File: config.mk
export PLATFORM = sky130hd
export DESIGN_NAME = arbitro_vc_wrr
export DESIGN_NICKNAME = d
export VERILOG_FILES = /design/src/rtl/arb_pkg.sv /design/src/rtl/arb_push_stage.sv /design/src/rtl/arbitro_vc_wrr.sv
export SDC_FILE = /design/constraint.sdc
export NUM_CORES = 1
export LEC_CHECK = 0
export CORE_ASPECT_RATIO = 1.2
export CORE_MARGIN = 2
export CORE_UTILIZATION = 30
export CTS_CLUSTER_SIZE = 30
export DETAILED_ROUTE_END_ITERATION = 10
export PLACE_DENSITY = 0.54
export SYNTH_ARGS = -nofsm -noshare
export SYNTH_HDL_FRONTEND = slang
export SYNTH_SLANG_ARGS = --single-unit
export TNS_END_PERCENT = 5
File: constraint.sdc
create_clock -name clk -period 2.5 [get_ports clk]
set_clock_uncertainty 0.05 [all_clocks]
set_input_delay 0.5 -clock clk [delete_from_list [all_inputs] [get_ports clk]]
set_output_delay 0.5 -clock clk [all_outputs]
set_load 0.005 [all_outputs]
File: src/rtl/arb_pkg.sv
// rtl/arb_pkg.sv - shared types and constants for the VC weighted round-robin arbiter
//
// Purpose: scheduler state encoding, default word width and the position of the
//          destination-select bit within a word.
// Ports:   none (package).
package arb_pkg;

   typedef enum logic [1:0] {
      IDLE      = 2'd0,
      SERVE_VC0 = 2'd1,
      SERVE_VC1 = 2'd2
   } arb_state_e;

   localparam int ARB_DATA_W   = 6;
   // The destination select is always the word MSB.
   localparam int ARB_DEST_BIT = ARB_DATA_W - 1;

endpackage

File: src/rtl/arb_push_stage.sv
// rtl/arb_push_stage.sv - pop-to-push pipeline stage with destination decode
//
// Purpose: remembers which VC was popped, muxes that FIFO's read data onto the
//          shared push bus one cycle later and steers the push to D0 or D1 by
//          the word MSB. Optional per-destination push counters (ARB_STATS_EN).
// Ports:
//   clk, reset          clock, asynchronous active-high reset
//   pop, pop_src        a pop was issued this cycle / which VC (1 = VC1)
//   vc0_data, vc1_data  VC FIFO read data, valid the cycle after the pop
//   inflight            a popped word is on the push bus this cycle
//   d0_push, d1_push    destination pushes
//   d_data              shared push data (zero when nothing is in flight)
//   d0_count, d1_count  wrapping push counters (ARB_STATS_EN only)
module arb_push_stage
   import arb_pkg::*;
#(
   parameter int DATA_W = ARB_DATA_W
`ifdef ARB_STATS_EN
   ,
   parameter int CNT_W  = 8
`endif
) (
   input  logic              clk,
   input  logic              reset,
   input  logic              pop,
   input  logic              pop_src,
   input  logic [DATA_W-1:0] vc0_data,
   input  logic [DATA_W-1:0] vc1_data,
   output logic              inflight,
   output logic              d0_push,
   output logic              d1_push,
   output logic [DATA_W-1:0] d_data
`ifdef ARB_STATS_EN
   ,
   output logic [CNT_W-1:0]  d0_count,
   output logic [CNT_W-1:0]  d1_count
`endif
);

   // Package index is for the default width; shift it if DATA_W is overridden.
   localparam int DEST_BIT = ARB_DEST_BIT + (DATA_W - ARB_DATA_W);

   logic src_q;

   always_ff @(posedge clk or posedge reset) begin
      if (reset) begin
         inflight <= 1'b0;
         src_q    <= 1'b0;
      end else begin
         inflight <= pop;
         if (pop) begin
            src_q <= pop_src;
         end
      end
   end

   // Held at zero between pushes so the bus does not echo stale FIFO data.
   always_comb begin
      d_data = '0;
      if (inflight) begin
         d_data = src_q ? vc1_data : vc0_data;
      end
   end

   assign d0_push = inflight & ~d_data[DEST_BIT];
   assign d1_push = inflight &  d_data[DEST_BIT];

`ifdef ARB_STATS_EN
   always_ff @(posedge clk or posedge reset) begin
      if (reset) begin
         d0_count <= '0;
         d1_count <= '0;
      end else begin
         if (d0_push) begin
            d0_count <= d0_count + 1'b1;
         end
         if (d1_push) begin
            d1_count <= d1_count + 1'b1;
         end
      end
   end
`endif

endmodule

File: src/rtl/arbitro_vc_wrr.sv
// rtl/arbitro_vc_wrr.sv - weighted round-robin scheduler from VC0/VC1 FIFOs to D0/D1 FIFOs
//
// Purpose: grants VC0 up to WEIGHT_VC0 and VC1 up to WEIGHT_VC1 consecutive pops
//          per turn, pauses all pops whenever either destination could overflow,
//          and pushes each popped word one cycle later to the destination given
//          by its MSB. Optional push statistics when ARB_STATS_EN is defined.
// Ports:
//   clk, reset                        clock, asynchronous active-high reset
//   vc0_empty, vc1_empty              VC FIFO empty flags
//   vc0_data, vc1_data                VC FIFO read data (cycle after pop)
//   d0_full, d1_full                  destination full flags
//   d0_almost_full, d1_almost_full    destination almost-full flags
//   vc0_pop, vc1_pop                  VC FIFO pops (combinational)
//   d0_push, d1_push, d_data          destination pushes and shared data
//   active_vc                         VC owning the current turn
//   idle                              scheduler is in IDLE
//   d0_count, d1_count                push counters (ARB_STATS_EN only)
module arbitro_vc_wrr
   import arb_pkg::*;
#(
   parameter int DATA_W     = ARB_DATA_W,
   parameter int WEIGHT_VC0 = 4,
   parameter int WEIGHT_VC1 = 1,
   parameter int CNT_W      = 8
) (
   input  logic              clk,
   input  logic              reset,
   input  logic              vc0_empty,
   input  logic              vc1_empty,
   input  logic [DATA_W-1:0] vc0_data,
   input  logic [DATA_W-1:0] vc1_data,
   input  logic              d0_full,
   input  logic              d1_full,
   input  logic              d0_almost_full,
   input  logic              d1_almost_full,
   output logic              vc0_pop,
   output logic              vc1_pop,
   output logic              d0_push,
   output logic              d1_push,
   output logic [DATA_W-1:0] d_data,
   output logic              active_vc,
   output logic              idle
`ifdef ARB_STATS_EN
   ,
   output logic [CNT_W-1:0]  d0_count,
   output logic [CNT_W-1:0]  d1_count
`endif
);

   localparam logic [CNT_W-1:0] W0 = CNT_W'(WEIGHT_VC0);
   localparam logic [CNT_W-1:0] W1 = CNT_W'(WEIGHT_VC1);

   arb_state_e       state, state_nx;
   logic [CNT_W-1:0] wcnt, wcnt_nx, wcnt_inc;
   logic             inflight;
   logic             pause;

   // The destination of a word is unknown until it is read, so an almost-full
   // on either side blocks the pop that would follow an in-flight word.
   assign pause    = d0_full | d1_full | (inflight & (d0_almost_full | d1_almost_full));
   assign wcnt_inc = wcnt + 1'b1;

   always_ff @(posedge clk or posedge reset) begin
      if (reset) begin
         state <= IDLE;
         wcnt  <= '0;
      end else begin
         state <= state_nx;
         wcnt  <= wcnt_nx;
      end
   end

   always_comb begin
      state_nx = state;
      wcnt_nx  = wcnt;
      vc0_pop  = 1'b0;
      vc1_pop  = 1'b0;
      case (state)
         IDLE: begin
            if (!vc0_empty) begin
               state_nx = SERVE_VC0;
            end else if (!vc1_empty) begin
               state_nx = SERVE_VC1;
            end
         end
         SERVE_VC0: begin
            if (!pause) begin
               if (!vc0_empty) begin
                  vc0_pop = 1'b1;
                  if (wcnt_inc == W0) begin
                     wcnt_nx = '0;
                     if (!vc1_empty) begin
                        state_nx = SERVE_VC1;
                     end
                  end else begin
                     wcnt_nx = wcnt_inc;
                  end
               end else if (!vc1_empty) begin
                  state_nx = SERVE_VC1;
                  wcnt_nx  = '0;
               end else begin
                  state_nx = IDLE;
                  wcnt_nx  = '0;
               end
            end
         end
         SERVE_VC1: begin
            if (!pause) begin
               if (!vc1_empty) begin
                  vc1_pop = 1'b1;
                  if (wcnt_inc == W1) begin
                     wcnt_nx = '0;
                     if (!vc0_empty) begin
                        state_nx = SERVE_VC0;
                     end
                  end else begin
                     wcnt_nx = wcnt_inc;
                  end
               end else if (!vc0_empty) begin
                  state_nx = SERVE_VC0;
                  wcnt_nx  = '0;
               end else begin
                  state_nx = IDLE;
                  wcnt_nx  = '0;
               end
            end
         end
         default: begin
            state_nx = IDLE;
            wcnt_nx  = '0;
         end
      endcase
   end

   assign active_vc = (state == SERVE_VC1);
   assign idle      = (state == IDLE);

   arb_push_stage #(
      .DATA_W (DATA_W)
`ifdef ARB_STATS_EN
      ,
      .CNT_W  (CNT_W)
`endif
   ) u_push (
      .clk      (clk),
      .reset    (reset),
      .pop      (vc0_pop | vc1_pop),
      .pop_src  (vc1_pop),
      .vc0_data (vc0_data),
      .vc1_data (vc1_data),
      .inflight (inflight),
      .d0_push  (d0_push),
      .d1_push  (d1_push),
      .d_data   (d_data)
`ifdef ARB_STATS_EN
      ,
      .d0_count (d0_count),
      .d1_count (d1_count)
`endif
   );

endmodule

; ---- Yosys cells after proc, flatten, opt, wreduce, memory -nomap -nowiden
; Cells that the tools add are included.
[op_classes]
add_sub_neg = 1
n_eq_ne = 9
muxes = 27
bitwise_logic = 9
reduce_logical = 3
[ops]
columns = cell, count
row1 = $mux 8, 6
row2 = $pmux 8 s3, 1
row3 = $mux 2, 10
row4 = $mux 6, 2
row5 = $add 8x1->8 const B, 1
row6 = $eq 8x1->1 const B, 1
row7 = $eq 8x3->1 const B, 1
row8 = $mux 1, 7
row9 = $ne 3x3->1 const B, 2
row10 = $pmux 2 s3, 1
row11 = $reduce_and 5->1, 1
row12 = $ne 2x2->1 const B, 2
row13 = $or 1x1->1, 4
row14 = $and 1x1->1, 3
row15 = $ne 3x2->1 const B, 1
row16 = $reduce_and 3->1, 1
row17 = $eq 2x1->1 const B, 1
row18 = $eq 2x2->1 const B, 1
row19 = $logic_not 2->1, 1
row20 = $not 1->1, 2
[word_totals]
reg_bits = 12
input_bits = 20
out_inout_bits = 12
wordCells = 53

; ---- Longest topological paths before layout
[logic_depth]
word_depth = 6
depth_mapped = 8
depth_no_buf = 7

; ---- By module
; Synthesis repeated with hierarchy kept, for this count alone.
[hier_totals]
hier_cells = 127
hier_area_um2 = 1073.5
[modules_own_cells]
columns = mod, n_inst, cells_per_inst, area_each_um2, seq_area_each_um2
row1 = arbitro_vc_wrr, 1, 108, 885.8, 250.2
row2 = arb_push_stage, 1, 19, 187.7, 50.0

; ---- Least setup slack after synthesis
; OpenSTA, ideal clock, no wires.
[synth_path]
kind = reg-to-reg
from = reg wcnt[0]
to = reg state[0]
setup_time_ns = 0.125
arrival_ns = 2.062
required_ns = 2.325
path_slack_ns = 0.263
path_stages_with_launch = 7
n_path_buf = 0
synth_period_minus_slack_ns = 2.237
path_cell_list = dfrtp_1 -> ha_1 -> or4b_4 -> o31ai_4 -> nor2_4 -> a2111o_1 -> mux2_4
[synth_between]
elab_chain_len = 4
word_cells_on_any_way = 6
cone_classes = 1 x add/sub / 4 x eq/ne / 1 x reduce/logical
[synth_lines]
columns = element, line
row1 = from (decl), arbitro_vc_wrr.sv:54  ; logic [CNT_W-1:0] wcnt, wcnt_nx, wcnt_inc;
row2 = from (signal assigned), arbitro_vc_wrr.sv:69  ; wcnt <= wcnt_nx;
row3 = $add 8x1->8 (*), arbitro_vc_wrr.sv:61  ; assign wcnt_inc = wcnt + 1'b1;
row4 = $eq 8x1->1 / $eq 8x3->1 (equally long branches), "arbitro_vc_wrr.sv:111, arbitro_vc_wrr.sv:90"
row5 = $ne 3x2->1 (no line) / $ne 3x3->1 (equally long branches), n/a
row6 = $reduce_and 5->1 (no line) (*), n/a
row7 = to (signal assigned), arbitro_vc_wrr.sv:68  ; state <= state_nx;
row8 = to (decl), arbitro_vc_wrr.sv:53  ; arb_state_e state, state_nx;
; Every way passes the cells marked *; elsewhere a longest branch is shown, timed or not.
; A chain may end at the register's enable or synchronous reset.

; ---- Worst setup path after layout
[layout_path]
from = in d1_almost_full
to = out vc0_pop
[layout_between]
elab_chain_len = 5
[layout_lines]
columns = element, line
row1 = from (decl), arbitro_vc_wrr.sv:35  ; input logic d1_almost_full,
row2 = $or 1x1->1, arbitro_vc_wrr.sv:60  ; assign pause = d0_full | d1_full | (inflight & (d0_almost_full | d1_almost_full));
row3 = $and 1x1->1, arbitro_vc_wrr.sv:60
row4 = $or 1x1->1, arbitro_vc_wrr.sv:60
row5 = $mux 1, arbitro_vc_wrr.sv:87  ; if (!pause) begin
row6 = $mux 1, arbitro_vc_wrr.sv:78  ; case (state)
row7 = to (decl), arbitro_vc_wrr.sv:36  ; output logic vc0_pop,
; Every way passes these cells.

==> results.yml <==
power:
  finalPower_uw: 996
  cellPowerDensity_nw_per_um2: 662
  p_leak_nw: 0.605
  peakVddDrop_mv: 0.522
critical_path:
  endpoint_kind: "output port"
  cp_max_fo: 5
  critPathLaunchType: "input pin"
  critPathKind: "input pin to output port"
  crit_required_ns: 1.95
  reg2reg_depth: 6
  arrival_ns: 1.83
synthesis:
  yosys_warnings: 0
  ys_types: 43
  avgSynthCellArea_sq_um: 8.36
  async_reset_ff_frac: 1.00
  syn-num-nets: 156
  synth_edf_count: 0
  ys_seq_area_frac: 0.276
  synth_area_sq_um: 1090
  ys.flop_type: "dfrtp_1"
  ys_ff_latch: 12
  syn-instance-count: 130
clock_tree:
  htreeDepth: 1
  post_cts_buffers: 0
  cts_sinks: 12
  cts_tree: "done"
  path_clk_slew_ns: 0.05
  clk_path_buf_depth: 2
  holdBufCountCts: 0
  clkLatencyLatePin_ns: 0.24
  cts_buffers: 3
  cts-root-buf: "clkbuf_8"
sta:
  fmax_mhz: 420
  fin_tns_setup_ns: 0
  finalCritPeriodShare: 0.953
  timing.final.ws_setup_ns: 0.119
  slew_headroom: 0.657
  finalSetupViolCount: 0
  fin_crit_ns: 2.38
  worst_pin_slew_ns: 0.514
  slew_violations: 0
  rsz0062_at_grt: "false"
  final_hold_viol_count: 0
layout:
  n_antenna_cell: 0
  area_growth_pct: 38.4
  postLayoutCellArea_sq_um: 1510
  drive_above_1_share: 0.115
  num-nets-final: 193
status:
  status: "completed"
drt:
  via_per_inst: 5.44
  wl_per_cell_microns: 15.2
  drtPass1Iterations: 4
  route.final.wire_length_microns: 3080
  drcViolationCount: 0
  vias: 1099
  postRouteAntennaNets: 0
  drt_iter0_drc: 21
hold_path:
  min_path_cells: 1
  hp-class: "flop to flop"
placed_design:
  placed_cell_area_sq_um: 1460
  gp_congestion: 0.789
  hpwl_microns: 2500
  portBuffers: 31
  dp_slack_ns: 0.0690
global_routing:
  antenna_found_initial: 0
  grt_pass1_wl_microns: 5140
  grt_max_degree: 13
  grt-ovfl-total: 0
  grtUsageTotal: 0.160
  grt_pass1_vias: 1059
floorplan:
  rows: 23
  initial_utilization: 0.320
  io_pins: 32
  dieHeight_microns: 69.9
  die_x_microns: 59.0
  core-area_sq_um: 3400
  die_area_sq_um: 4120
run:
  drv_cap: 0
worst paths after layout:
| check | startpoint | slack (ns) | end |
|---|---|---|---|
| max in group asynchronous | reset | 1.51 | wcnt[1] |
| hold reg to reg | wcnt[6] | 0.49 | wcnt[6] |
| setup / recovery | d1_almost_full | 0.12 | vc0_pop |
| setup reg to reg | wcnt[1] | 0.20 | state[0] |
| hold / removal | wcnt[6] | 0.49 | wcnt[6] |
| min in group asynchronous | reset | 0.54 | wcnt[2] |
through the flow:
| step | std cells | utilization | hold WS [ns] |
|---|---|---|---|
| 2_1_floorplan | 130 | - | 0.315 |
| 3_3_place_gp | 199 | 0.429 | 0.484 |
| 3_5_place_dp | 199 | 0.429 | 0.478 |
| 4_1_cts | 202 | 0.441 | 0.484 |
| 5_1_grt | 202 | 0.443 | 0.521 |
| 6_report | 202 | 0.443 | 0.491 |
area by class of cell:
| class | instances | area [sq um] |
|---|---|---|
| Multi-Input combinational cell | 104 | 724 |
| Timing Repair Buffer | 38 | 363 |
| Clock buffer | 3 | 41.3 |
| Fill cell | 343 | 1890 |
| Inverter | 8 | 30.0 |
| Tap cell | 37 | 46.3 |
| Sequential cell | 12 | 300 |
routing by layer:
metal / vias to the layer above / wire length (microns) / share of wire / global-route usage
met5: - / 0 / 0 / 0
met4: 0 / 85 / 0.028 / 0.0707
met3: 8 / 82 / 0.027 / 0.0278
met2: 18 / 1590 / 0.52 / 0.258
met1: 527 / 1320 / 0.43 / 0.204
li1: 546 / - / - / -
placed cells by master (no fill, tap or decap), types with 2 or more instances in the layout:
cell type,netlist,routed
clkdlybuf4s50_1,0,31
dfrtp_1,12,12
o21ai_0,10,10
nand2_1,10,9
inv_1,8,8
nor2b_1,8,8
nor2_1,7,7
a21oi_1,7,7
mux2i_1,7,7
buf_4,1,7
nand3_1,6,6
ha_1,6,5
nor3_1,4,4
o31ai_1,4,4
a31oi_1,3,3
o211ai_1,3,3
clkbuf_8,0,3
and4_1,2,2
or4_1,2,2
and2_1,2,2
flip-flops by register name, indices dropped and copies added (netlist names):
name	count
u_push.inflight	1
u_push.src_q	1
state	2
wcnt	8
power breakdown:
part	leakage (nW)	internal, mW	total [mW]	switching, mW
Clock	0.0216	0.106	0.180	0.0738
Sequential	0.163	0.221	0.271	0.0493
Combinational	0.420	0.270	0.545	0.275
critical path, cell delays in order:
cell,delay (ns)
clkdlybuf4s50_1,0.42
o21ai_2,0.18
nand2_2,0.10
nor2_1,0.11
clkdlybuf4s50_1,0.51
cell usage after synthesis (2+ instances only):
cell / instances / area (sq um)
and4_1: 2 / 17.5
buf_6: 2 / 22.5
ha_1: 6 / 75.1
nand2_1: 10 / 37.5
nor3_1: 4 / 20.0
or4_1: 2 / 15.0
clkbuf_1: 3 / 11.3
dfrtp_1: 12 / 300
o21ai_0: 10 / 50.1
nor2b_1: 8 / 50.1
o211ai_1: 3 / 22.5
a21oi_1: 7 / 35.0
mux2i_1: 7 / 70.1
nand3_1: 6 / 30.0
a31oi_1: 3 / 18.8
nor2_1: 7 / 26.3
o31ai_1: 4 / 30.0
inv_1: 8 / 30.0
and2_1: 2 / 12.5
timing repair:
action	CTS	global route
hold endpoints to repair	0	0
endpoints found under the setup margin	0	3
gates resized for setup	0	3
kinds of logic (layout without fill, tap and decap cells):
family | Yosys count | in the layout | synth area share
AO/OA/AOI/OAI | 39 | 39 | 0.244
adder cells (fa/ha/maj) | 6 | 6 | 0.0690
buffers and inverters | 14 | 49 | 0.0656
flip-flops | 12 | 12 | 0.276
multiplexers | 8 | 8 | 0.0782
AND/OR/NAND/NOR | 51 | 51 | 0.267
(Power assumes the default switching activity.)
